File: src/rtl/imem_fetch_ctrl_pkg.sv
// Shared types and constants for the byte-wide instruction fetch controller.
// Instructions are big-endian: the byte at the lowest address is bits 31:24.
package imem_fetch_ctrl_pkg;

  typedef enum logic [1:0] {
    FETCH = 2'd0,
    HOLD  = 2'd1,
    LOAD  = 2'd2
  } state_e;

  localparam int INSTR_BYTES = 4;

  // Left shift that places byte idx of a word at its big-endian position.
  function automatic logic [4:0] byte_shift(input logic [1:0] idx);
    return {~idx, 3'b000};
  endfunction

endpackage

File: src/rtl/imem_byte_assembler.sv
// Collects four returned memory bytes into one big-endian instruction word.
// done_o flags the cycle the last byte arrives; word_o already includes it.
module imem_byte_assembler
  import imem_fetch_ctrl_pkg::*;
(
  input  logic        clk_i,
  input  logic        rst_i,
  input  logic        clear_i,
  input  logic        capture_i,
  input  logic [7:0]  byte_i,
  output logic        done_o,
  output logic [31:0] word_o
);

  logic [1:0]  cnt_q, cnt_d;
  logic [31:0] asm_q, asm_d;
  logic [31:0] merged;

  always_comb begin
    // NOTE: every signal gets a default before any branch, so no path can leave one unassigned and infer a latch.
    cnt_d  = cnt_q;
    asm_d  = asm_q;
    merged = asm_q | (32'(byte_i) << byte_shift(cnt_q));
    done_o = capture_i && (cnt_q == 2'(INSTR_BYTES - 1));
    word_o = merged;
    if (clear_i || done_o) begin
      cnt_d = '0;
      asm_d = '0;
    end else if (capture_i) begin
      cnt_d = cnt_q + 2'd1;
      asm_d = merged;
    end
  end

  always_ff @(posedge clk_i) begin
    // NOTE: non-blocking assignments so every register samples pre-edge values regardless of statement order.
    if (rst_i) begin
      cnt_q <= '0;
      asm_q <= '0;
    end else begin
      cnt_q <= cnt_d;
      asm_q <= asm_d;
    end
  end

endmodule

File: src/rtl/imem_fetch_ctrl.sv
// Fetch sequencer for a byte-wide single-port instruction memory with a loader port.
// Define IFETCH_MISALIGN_CHK_EN to trap misaligned redirects on fetch_fault_o.
module imem_fetch_ctrl
  import imem_fetch_ctrl_pkg::*;
#(
  parameter int          ADDR_W   = 11,
  parameter logic [31:0] RESET_PC = 32'h0000_0000
) (
  input  logic              clk_i,
  input  logic              rst_i,
  input  logic              redirect_valid_i,
  input  logic [31:0]       redirect_pc_i,
  output logic              instr_valid_o,
  input  logic              instr_ready_i,
  output logic [31:0]       instr_code_o,
  output logic [31:0]       instr_pc_o,
  input  logic              load_req_i,
  input  logic              load_valid_i,
  input  logic [ADDR_W-1:0] load_addr_i,
  input  logic [7:0]        load_data_i,
  output logic              load_busy_o,
  output logic [ADDR_W-1:0] mem_addr_o,
  output logic              mem_rd_en_o,
  input  logic [7:0]        mem_rdata_i,
  output logic              mem_wr_en_o,
  output logic [7:0]        mem_wdata_o,
  output logic              fetch_fault_o
);

  state_e      state_q, state_d;
  logic [31:0] pc_q, pc_d;
  logic [2:0]  issue_q, issue_d;
  logic        rd_pend_q, rd_pend_d;
  logic        valid_q, valid_d;
  logic [31:0] code_q, code_d;
  logic [31:0] ipc_q, ipc_d;
  logic        busy_q, busy_d;
  logic        asm_clear, asm_done;
  logic [31:0] asm_word;
  logic        misalign;

  imem_byte_assembler u_asm (
    .clk_i     (clk_i),
    .rst_i     (rst_i),
    .clear_i   (asm_clear),
    .capture_i (rd_pend_q),
    .byte_i    (mem_rdata_i),
    .done_o    (asm_done),
    .word_o    (asm_word)
  );

`ifdef IFETCH_MISALIGN_CHK_EN
  logic fault_q;
  assign misalign = (redirect_pc_i[1:0] != 2'b00);
  always_ff @(posedge clk_i) begin
    if (rst_i) begin
      fault_q <= 1'b0;
    end else if (state_q != LOAD && !load_req_i && redirect_valid_i && misalign) begin
      fault_q <= 1'b1;
    end
  end
  assign fetch_fault_o = fault_q;
`else
  assign misalign      = 1'b0;
  assign fetch_fault_o = 1'b0;
`endif

  // Memory port is combinational so issue k appears in the same cycle the counter holds k.
  always_comb begin
    mem_addr_o  = pc_q[ADDR_W-1:0] + ADDR_W'(issue_q);
    mem_rd_en_o = 1'b0;
    mem_wr_en_o = 1'b0;
    mem_wdata_o = load_data_i;
    if (!rst_i) begin
      unique case (state_q)
        FETCH: mem_rd_en_o = (issue_q < 3'(INSTR_BYTES));
        LOAD: begin
          mem_addr_o  = load_addr_i;
          mem_wr_en_o = load_valid_i;
        end
        default: ;
      endcase
    end
  end

  always_comb begin
    state_d   = state_q;
    pc_d      = pc_q;
    issue_d   = issue_q;
    rd_pend_d = mem_rd_en_o;
    valid_d   = valid_q;
    code_d    = code_q;
    ipc_d     = ipc_q;
    busy_d    = busy_q;
    asm_clear = 1'b0;
    unique case (state_q)
      FETCH, HOLD: begin
        if (load_req_i) begin
          state_d   = LOAD;
          valid_d   = 1'b0;
          busy_d    = 1'b1;
          issue_d   = '0;
          rd_pend_d = 1'b0;
          asm_clear = 1'b1;
        end else if (redirect_valid_i) begin
          // In-flight bytes are dropped: clearing rd_pend stops the stale return being captured.
          valid_d   = 1'b0;
          issue_d   = '0;
          rd_pend_d = 1'b0;
          asm_clear = 1'b1;
          if (misalign) begin
            state_d = HOLD;
          end else begin
            pc_d    = redirect_pc_i;
            state_d = FETCH;
          end
        end else if (state_q == FETCH) begin
          if (mem_rd_en_o) begin
            issue_d = issue_q + 3'd1;
          end
          if (asm_done) begin
            code_d  = asm_word;
            ipc_d   = pc_q;
            valid_d = 1'b1;
            issue_d = '0;
            state_d = HOLD;
          end
        end else if (valid_q && instr_ready_i) begin
          valid_d = 1'b0;
          pc_d    = pc_q + 32'd4;
          issue_d = '0;
          state_d = FETCH;
        end
      end
      LOAD: begin
        if (!load_req_i) begin
          state_d = FETCH;
          pc_d    = RESET_PC;
          busy_d  = 1'b0;
          issue_d = '0;
        end
      end
      default: state_d = FETCH;
    endcase
  end

  always_ff @(posedge clk_i) begin
    if (rst_i) begin
      state_q   <= FETCH;
      pc_q      <= RESET_PC;
      issue_q   <= '0;
      rd_pend_q <= 1'b0;
      valid_q   <= 1'b0;
      code_q    <= '0;
      ipc_q     <= RESET_PC;
      busy_q    <= 1'b0;
    end else begin
      state_q   <= state_d;
      pc_q      <= pc_d;
      issue_q   <= issue_d;
      rd_pend_q <= rd_pend_d;
      valid_q   <= valid_d;
      code_q    <= code_d;
      ipc_q     <= ipc_d;
      busy_q    <= busy_d;
    end
  end

  assign instr_valid_o = valid_q;
  assign instr_code_o  = code_q;
  assign instr_pc_o    = ipc_q;
  assign load_busy_o   = busy_q;

endmodule

File: config.mk
export PLATFORM = sky130hd
export DESIGN_NAME = imem_fetch_ctrl
export DESIGN_NICKNAME = d
export VERILOG_FILES = /design/src/rtl/imem_fetch_ctrl_pkg.sv /design/src/rtl/imem_byte_assembler.sv /design/src/rtl/imem_fetch_ctrl.sv
export SDC_FILE = /design/constraint.sdc
export NUM_CORES = 1
export LEC_CHECK = 0
export CAP_MARGIN = 25
export CORE_MARGIN = 5
export CORE_UTILIZATION = 50
export DETAILED_ROUTE_END_ITERATION = 16
export PLACE_DENSITY_LB_ADDON = 0.12
export RECOVER_POWER = 100
export SLEW_MARGIN = 10
export SYNTH_ARGS = -nofsm -noshare
export SYNTH_HDL_FRONTEND = slang
export SYNTH_SLANG_ARGS = --single-unit
File: constraint.sdc
create_clock -name clk_i -period 5.6 [get_ports clk_i]
set_input_delay 0.84 -clock clk_i [delete_from_list [all_inputs] [get_ports clk_i]]
set_output_delay 0.84 -clock clk_i [all_outputs]
set_load 0.01 [all_outputs]
* Word-level counts from Yosys, hierarchy flattened
Cells that the tools add are included.
Word-level totals: bits in registers 138, latch bits 0, RAM bits 0, memory bits (read-only) 0, input port bits 65, logic and storage cells 87, memories kept 0
Cells by class: add/subtract/negate cells 4, multiply operators 0, divide/modulo/power cells 0, order comparisons 1, equal/unequal tests 12, shifts and indexed selects 1, mux-type cells 41, bitwise logic cells 4, reduce and logical (&&, ||, !) cells 14
Operators with widths (number):
- two-way mux 32 bit | 5
- case mux 32 bit (2 select lines) | 1
- adder 32 x 3 -> 32 bit (second input constant) | 1
- OR 32 bit | 1
- left shift 8 x 5 -> 32 bit | 1
- two-way mux 11 bit | 2
- two-way mux 3 bit | 7
- two-way mux 1 bit | 17
- two-way mux 2 bit | 6
- adder 11 x 3 -> 11 bit | 1
- inequality test 5 bit (second input constant) | 2
- AND reduction 5 bit | 2
- AND reduction 3 bit | 3
- inequality test 2 bit (second input constant) | 3
- inequality test 3 bit (second input constant) | 2
- inequality test 6 bit (second input constant) | 1
- case mux 3 bit (2 select lines) | 1
- == test 2 bit (second input constant) | 2
- inequality test 4 bit (second input constant) | 1
- case mux 2 bit (2 select lines) | 1
- AND reduction 4 bit | 1
- nonzero test 4 bit | 1
- OR reduction 2 bit | 2
- adder 3 x 1 -> 3 bit (second input constant) | 1
- 10 further kinds | 12

* Logic depth before layout (Yosys ltp)
depth after elaboration 9, mapped depth 8

* By module
A second synthesis with hierarchy kept.
Second synthesis, totals: cells, all modules 842, area total of the unflattened synthesis 6718.9 um2
Modules (own cells, without submodules):
- imem_fetch_ctrl | times used 1, cells an instance 658, area an instance 4986.0 um2, seq. area each 2082.0 um2
- imem_byte_assembler | times used 1, cells an instance 184, area an instance 1732.9 um2, seq. area each 680.7 um2

* Worst setup path before layout
Ideal clock, no wire load.
kind register -> output, start point register issue_q[0], end point output mem_addr_o[10], arrival time 1.828 ns, required time 4.760 ns, path slack 2.932 ns, stages on the path, launching flop included 9, buffers on the path 0, path through dfxtp_1 ha_1 inv_1 fa_1 nor2b_1 o21ai_0 nor3_1 xnor2_1 o21ai_0
Between the ends: word-level cells in the longest chain between the ends 3
Ends and longest elaborated chain:
- from (decl) | line imem_fetch_ctrl.sv:32 | logic [2:0] issue_q, issue_d;
- from (signal assigned) | line imem_fetch_ctrl.sv:160 | issue_q <= issue_d;
- adder 11 x 3 -> 11 bit * | line imem_fetch_ctrl.sv:70 | mem_addr_o = pc_q[ADDR_W-1:0] + ADDR_W'(issue_q);
- two-way mux 11 bit | line imem_fetch_ctrl.sv:75 | unique case (state_q)
- two-way mux 11 bit * | line imem_fetch_ctrl.sv:74 | if (!rst_i) begin
- to (decl) | line imem_fetch_ctrl.sv:22 | output logic [ADDR_W-1:0] mem_addr_o,
Mark *: on every way between the ends. The rest lies on a longest branch, timed or not.

* Worst setup path in the final report
start point input rst_i, end point register u_asm.asm_q[21]
Between the ends: word-level cells in the longest chain between the ends 1
Ends and longest elaborated chain:
- from (decl) | line imem_fetch_ctrl.sv:10 | input logic rst_i,
- OR reduction 2 bit (no source line)
- to (signal assigned) | line imem_byte_assembler.sv:42 | asm_q <= asm_d;
- to (decl) | line imem_byte_assembler.sv:16 | logic [31:0] asm_q, asm_d;
No other way between the ends. A chain may end at the register's enable or synchronous reset.

==> metrics.txt <==
average size of a mapped cell=between 8 and 9 um^2; static leakage power=2.982 nW; pwr/cell area=286.4 nW/um^2; number of placed I/O pins=153; failing checks=capacitance limit, slew limit; slowest cell delay on critical path=2340 ps; number of remaining DRC errors=0; number of sinks handled by clock tree synthesis=138; count of pins over their slew limit=129; worst reg-to-reg path cell count=5; slew at the pin with the worst max-slew slack=3254 ps; largest driver fanout on the critical path=74; sequential share of the synthesized area=43.21%; class of the tightest hold or removal check=flop to flop; antenna violations before repair=0; TritonCTS Buffers=17; floorplan die height=between 100 and 150 um; total number of nets in the final design=945; clock buffer depth=2; critical path arrival=4540 ps; Period Utilization, post-route=76.22%; area of the die=15150 um^2; global-route wire length before repair=29640 um; setup clock skew after layout=approximately 9 ps; CTS Root Cell=sky130_fd_sc_hd__clkbuf_16; unique cell type count in the Yosys netlist=56; TritonCTS clock tree=yes; cells taking the most area after synthesis=sky130_fd_sc_hd__dfxtp_1 (43%), sky130_fd_sc_hd__nand2_1 (6.0%), sky130_fd_sc_hd__nor2_1 (5.5%); sequence of cells on the critical path=buf_4 > clkbuf_1 > a21oi_1 > o21ai_2 > clkbuf_2 > nor2_1; relative area change from synthesis to final layout=29.71%; critical path required time=5870 ps; Resized cells post-CTS=0; Top FF cell, synth=sky130_fd_sc_hd__dfxtp_1; Skew-Pair Late Insertion Delay=430 ps; RSZ-0062 raised after global routing=false; overall via count from detail_route=6114; Stages on worst setup path=6; post-CTS setup buffer count=0; FMAX=roughly 230 MHz; first-pass detailed-route iteration total=6; number of antenna repair diodes=0; IO buf count=approximately 140; class of the most critical setup path=primary input to flop; Worst Path Buf+Inv=3; dominant cell type by area after synthesis=sky130_fd_sc_hd__dfxtp_1; type of origin of the critical path=primary input; run status=finished, violations left; number of violations of the max-capacitance limit=2; vias in the first global route=5924; fraction of synthesis flops using an asynchronous set or reset pin=0%; setup tns final=0 ps; number of flops mapped to enable cells by yosys=0; cell types with the highest counts after synthesis=sky130_fd_sc_hd__dfxtp_1 (138), sky130_fd_sc_hd__nand2_1 (102), sky130_fd_sc_hd__nor2_1 (94), sky130_fd_sc_hd__a21oi_1 (55), sky130_fd_sc_hd__clkbuf_1 (55); total of hold buffers inserted after clock tree synthesis=0; area of the core=12570 um^2; Total Routing Usage GR=24.54%; most frequent cell after synthesis=sky130_fd_sc_hd__dfxtp_1; cell area after synthesis=around 6400 um^2; Syn Nets=865; portion of synthesized cell area occupied by the leading cell type=a little over two fifths; count of final setup violators=0; H-Tree Depth=4; Worst VDD drop=0.3031 mV; final routed wirelength across all metal layers=18430 um; overall power after layout=2.375 mW; critical path endpoint category=flop; antenna-violating nets left=0; Seq cells post-synth=138; clock slew at reported path FFs=60 ps; headroom to the max-slew limit=-116.9%; number of DRC markers after the initial detailed-route iteration=slightly above 500; fraction of final layout cells with drive strength greater than 1=6.208%; master of the slowest instance on the critical path=sky130_fd_sc_hd__clkbuf_1; average wire length per cell after detail routing=between 15 and 20 um; final weighted congestion of routability-driven global placement=0.8830; # rows=41; hold depth=2; number of synthesis warnings=0; initial core utilization=50.87%; shortest period the worst path allows=4269 ps; Final HPWL DP=12430 um; Cell Count Post-Placement=1024; Largest delay share family, worst path=buffers and inverters; number of standard cells in the final layout excluding fillers=1058; GRT Residual Overflow=0; Synth Instances=slightly below 800; detail-routed via count per cell=roughly 5.8; Die W=123.1 um; Hold Vio Cnt, Final=0; pin count of the biggest net entering global routing=75; Final Hold Slack=450.7 ps
layout make-up:
type,count,area (um^2)
clock buffers,19,442.9
clock inverters,13,190.2
fillers,1079,4275
inverters,10,37.54
multi-input cells,561,3234
flip-flops and latches,138,2763
well taps,172,215.2
repair buffers,145,1410
kinds of logic after synthesis:
family,count (synthesis),synth area share [%]
XOR/XNOR,24,3.288
adder cells (fa/ha/maj),7,1.487
other,1,0.05865
buffers and inverters,94,6.419
AND/OR/NAND/NOR,317,23.97
multiplexers,4,0.6458
AO/OA/AOI/OAI,208,20.92
flip-flops,138,43.21
layer usage:
layer,global-route usage [%],share of wire [%]
met1,30.21,41
met2,42.74,50
met3,5.306,7.4
met4,8.028,1.8
met5,0,0
cells in the final DEF (no fill, tap or decap), types with 5 or more instances in the layout:
cell type,n
sky130_fd_sc_hd__and4_1,8
sky130_fd_sc_hd__a211oi_1,37
sky130_fd_sc_hd__clkdlybuf4s50_1,55
sky130_fd_sc_hd__o21ai_0,27
sky130_fd_sc_hd__o22ai_1,8
sky130_fd_sc_hd__a22oi_1,20
sky130_fd_sc_hd__dfxtp_1,138
sky130_fd_sc_hd__a31oi_1,35
sky130_fd_sc_hd__o32ai_1,6
sky130_fd_sc_hd__nand3b_1,5
sky130_fd_sc_hd__xor2_1,12
sky130_fd_sc_hd__clkbuf_16,17
sky130_fd_sc_hd__buf_4,7
sky130_fd_sc_hd__a21oi_1,55
sky130_fd_sc_hd__nor3_1,41
sky130_fd_sc_hd__nand2_1,102
sky130_fd_sc_hd__and3_1,6
sky130_fd_sc_hd__ha_1,6
sky130_fd_sc_hd__nand2b_1,5
sky130_fd_sc_hd__nand3_1,14
sky130_fd_sc_hd__dlygate4sd3_1,79
sky130_fd_sc_hd__xnor2_1,12
sky130_fd_sc_hd__nor2_1,93
sky130_fd_sc_hd__nor2b_1,9
sky130_fd_sc_hd__nand4_1,9
sky130_fd_sc_hd__inv_1,10
state kept, by name, indices dropped and copies added (netlist names):
register       cells
u_asm.asm_q       32
instr_valid_o      1
instr_code_o      32
instr_pc_o        32
state_q            2
load_busy_o        1
pc_q              32
issue_q            3
u_asm.cnt_q        2
rd_pend_q          1
final timing paths:
check                                    start                to  slack (ps)
worst max-delay path                     rst_i   u_asm.asm_q[21]        1330
worst min register to register  instr_pc_o[27]    instr_pc_o[27]         450
worst max register to register      state_q[1]  instr_code_o[18]        2920
worst min-delay path            instr_pc_o[27]    instr_pc_o[27]         450
through the flow:
step,setup WS (ps),cell area (um^2),utilization [%]
4_1_cts,1731,8303,66.06
6_report,1331,8293,65.98
3_5_place_dp,1926,7670,61.03
2_1_floorplan,2932,6394,-
3_3_place_gp,1880,7659,60.94
5_1_grt,876.3,8293,65.98
worst reg2reg max path, cell delays in order, from the launching register on:
cell,delay (ps)
sky130_fd_sc_hd__dfxtp_1,460
sky130_fd_sc_hd__nor4_1,560
sky130_fd_sc_hd__nand3_2,500
sky130_fd_sc_hd__buf_4,460
sky130_fd_sc_hd__a211oi_1,370
sky130_fd_sc_hd__nor3_1,80
report_power, final:
part	switching [mW]	internal, mW	total [mW]
Combinational	0.0836	0.0719	0.155
Clock	0.446	0.762	1.21
Sequential	0.0192	0.992	1.01
Note: power is estimated with default switching activity, not from simulation.
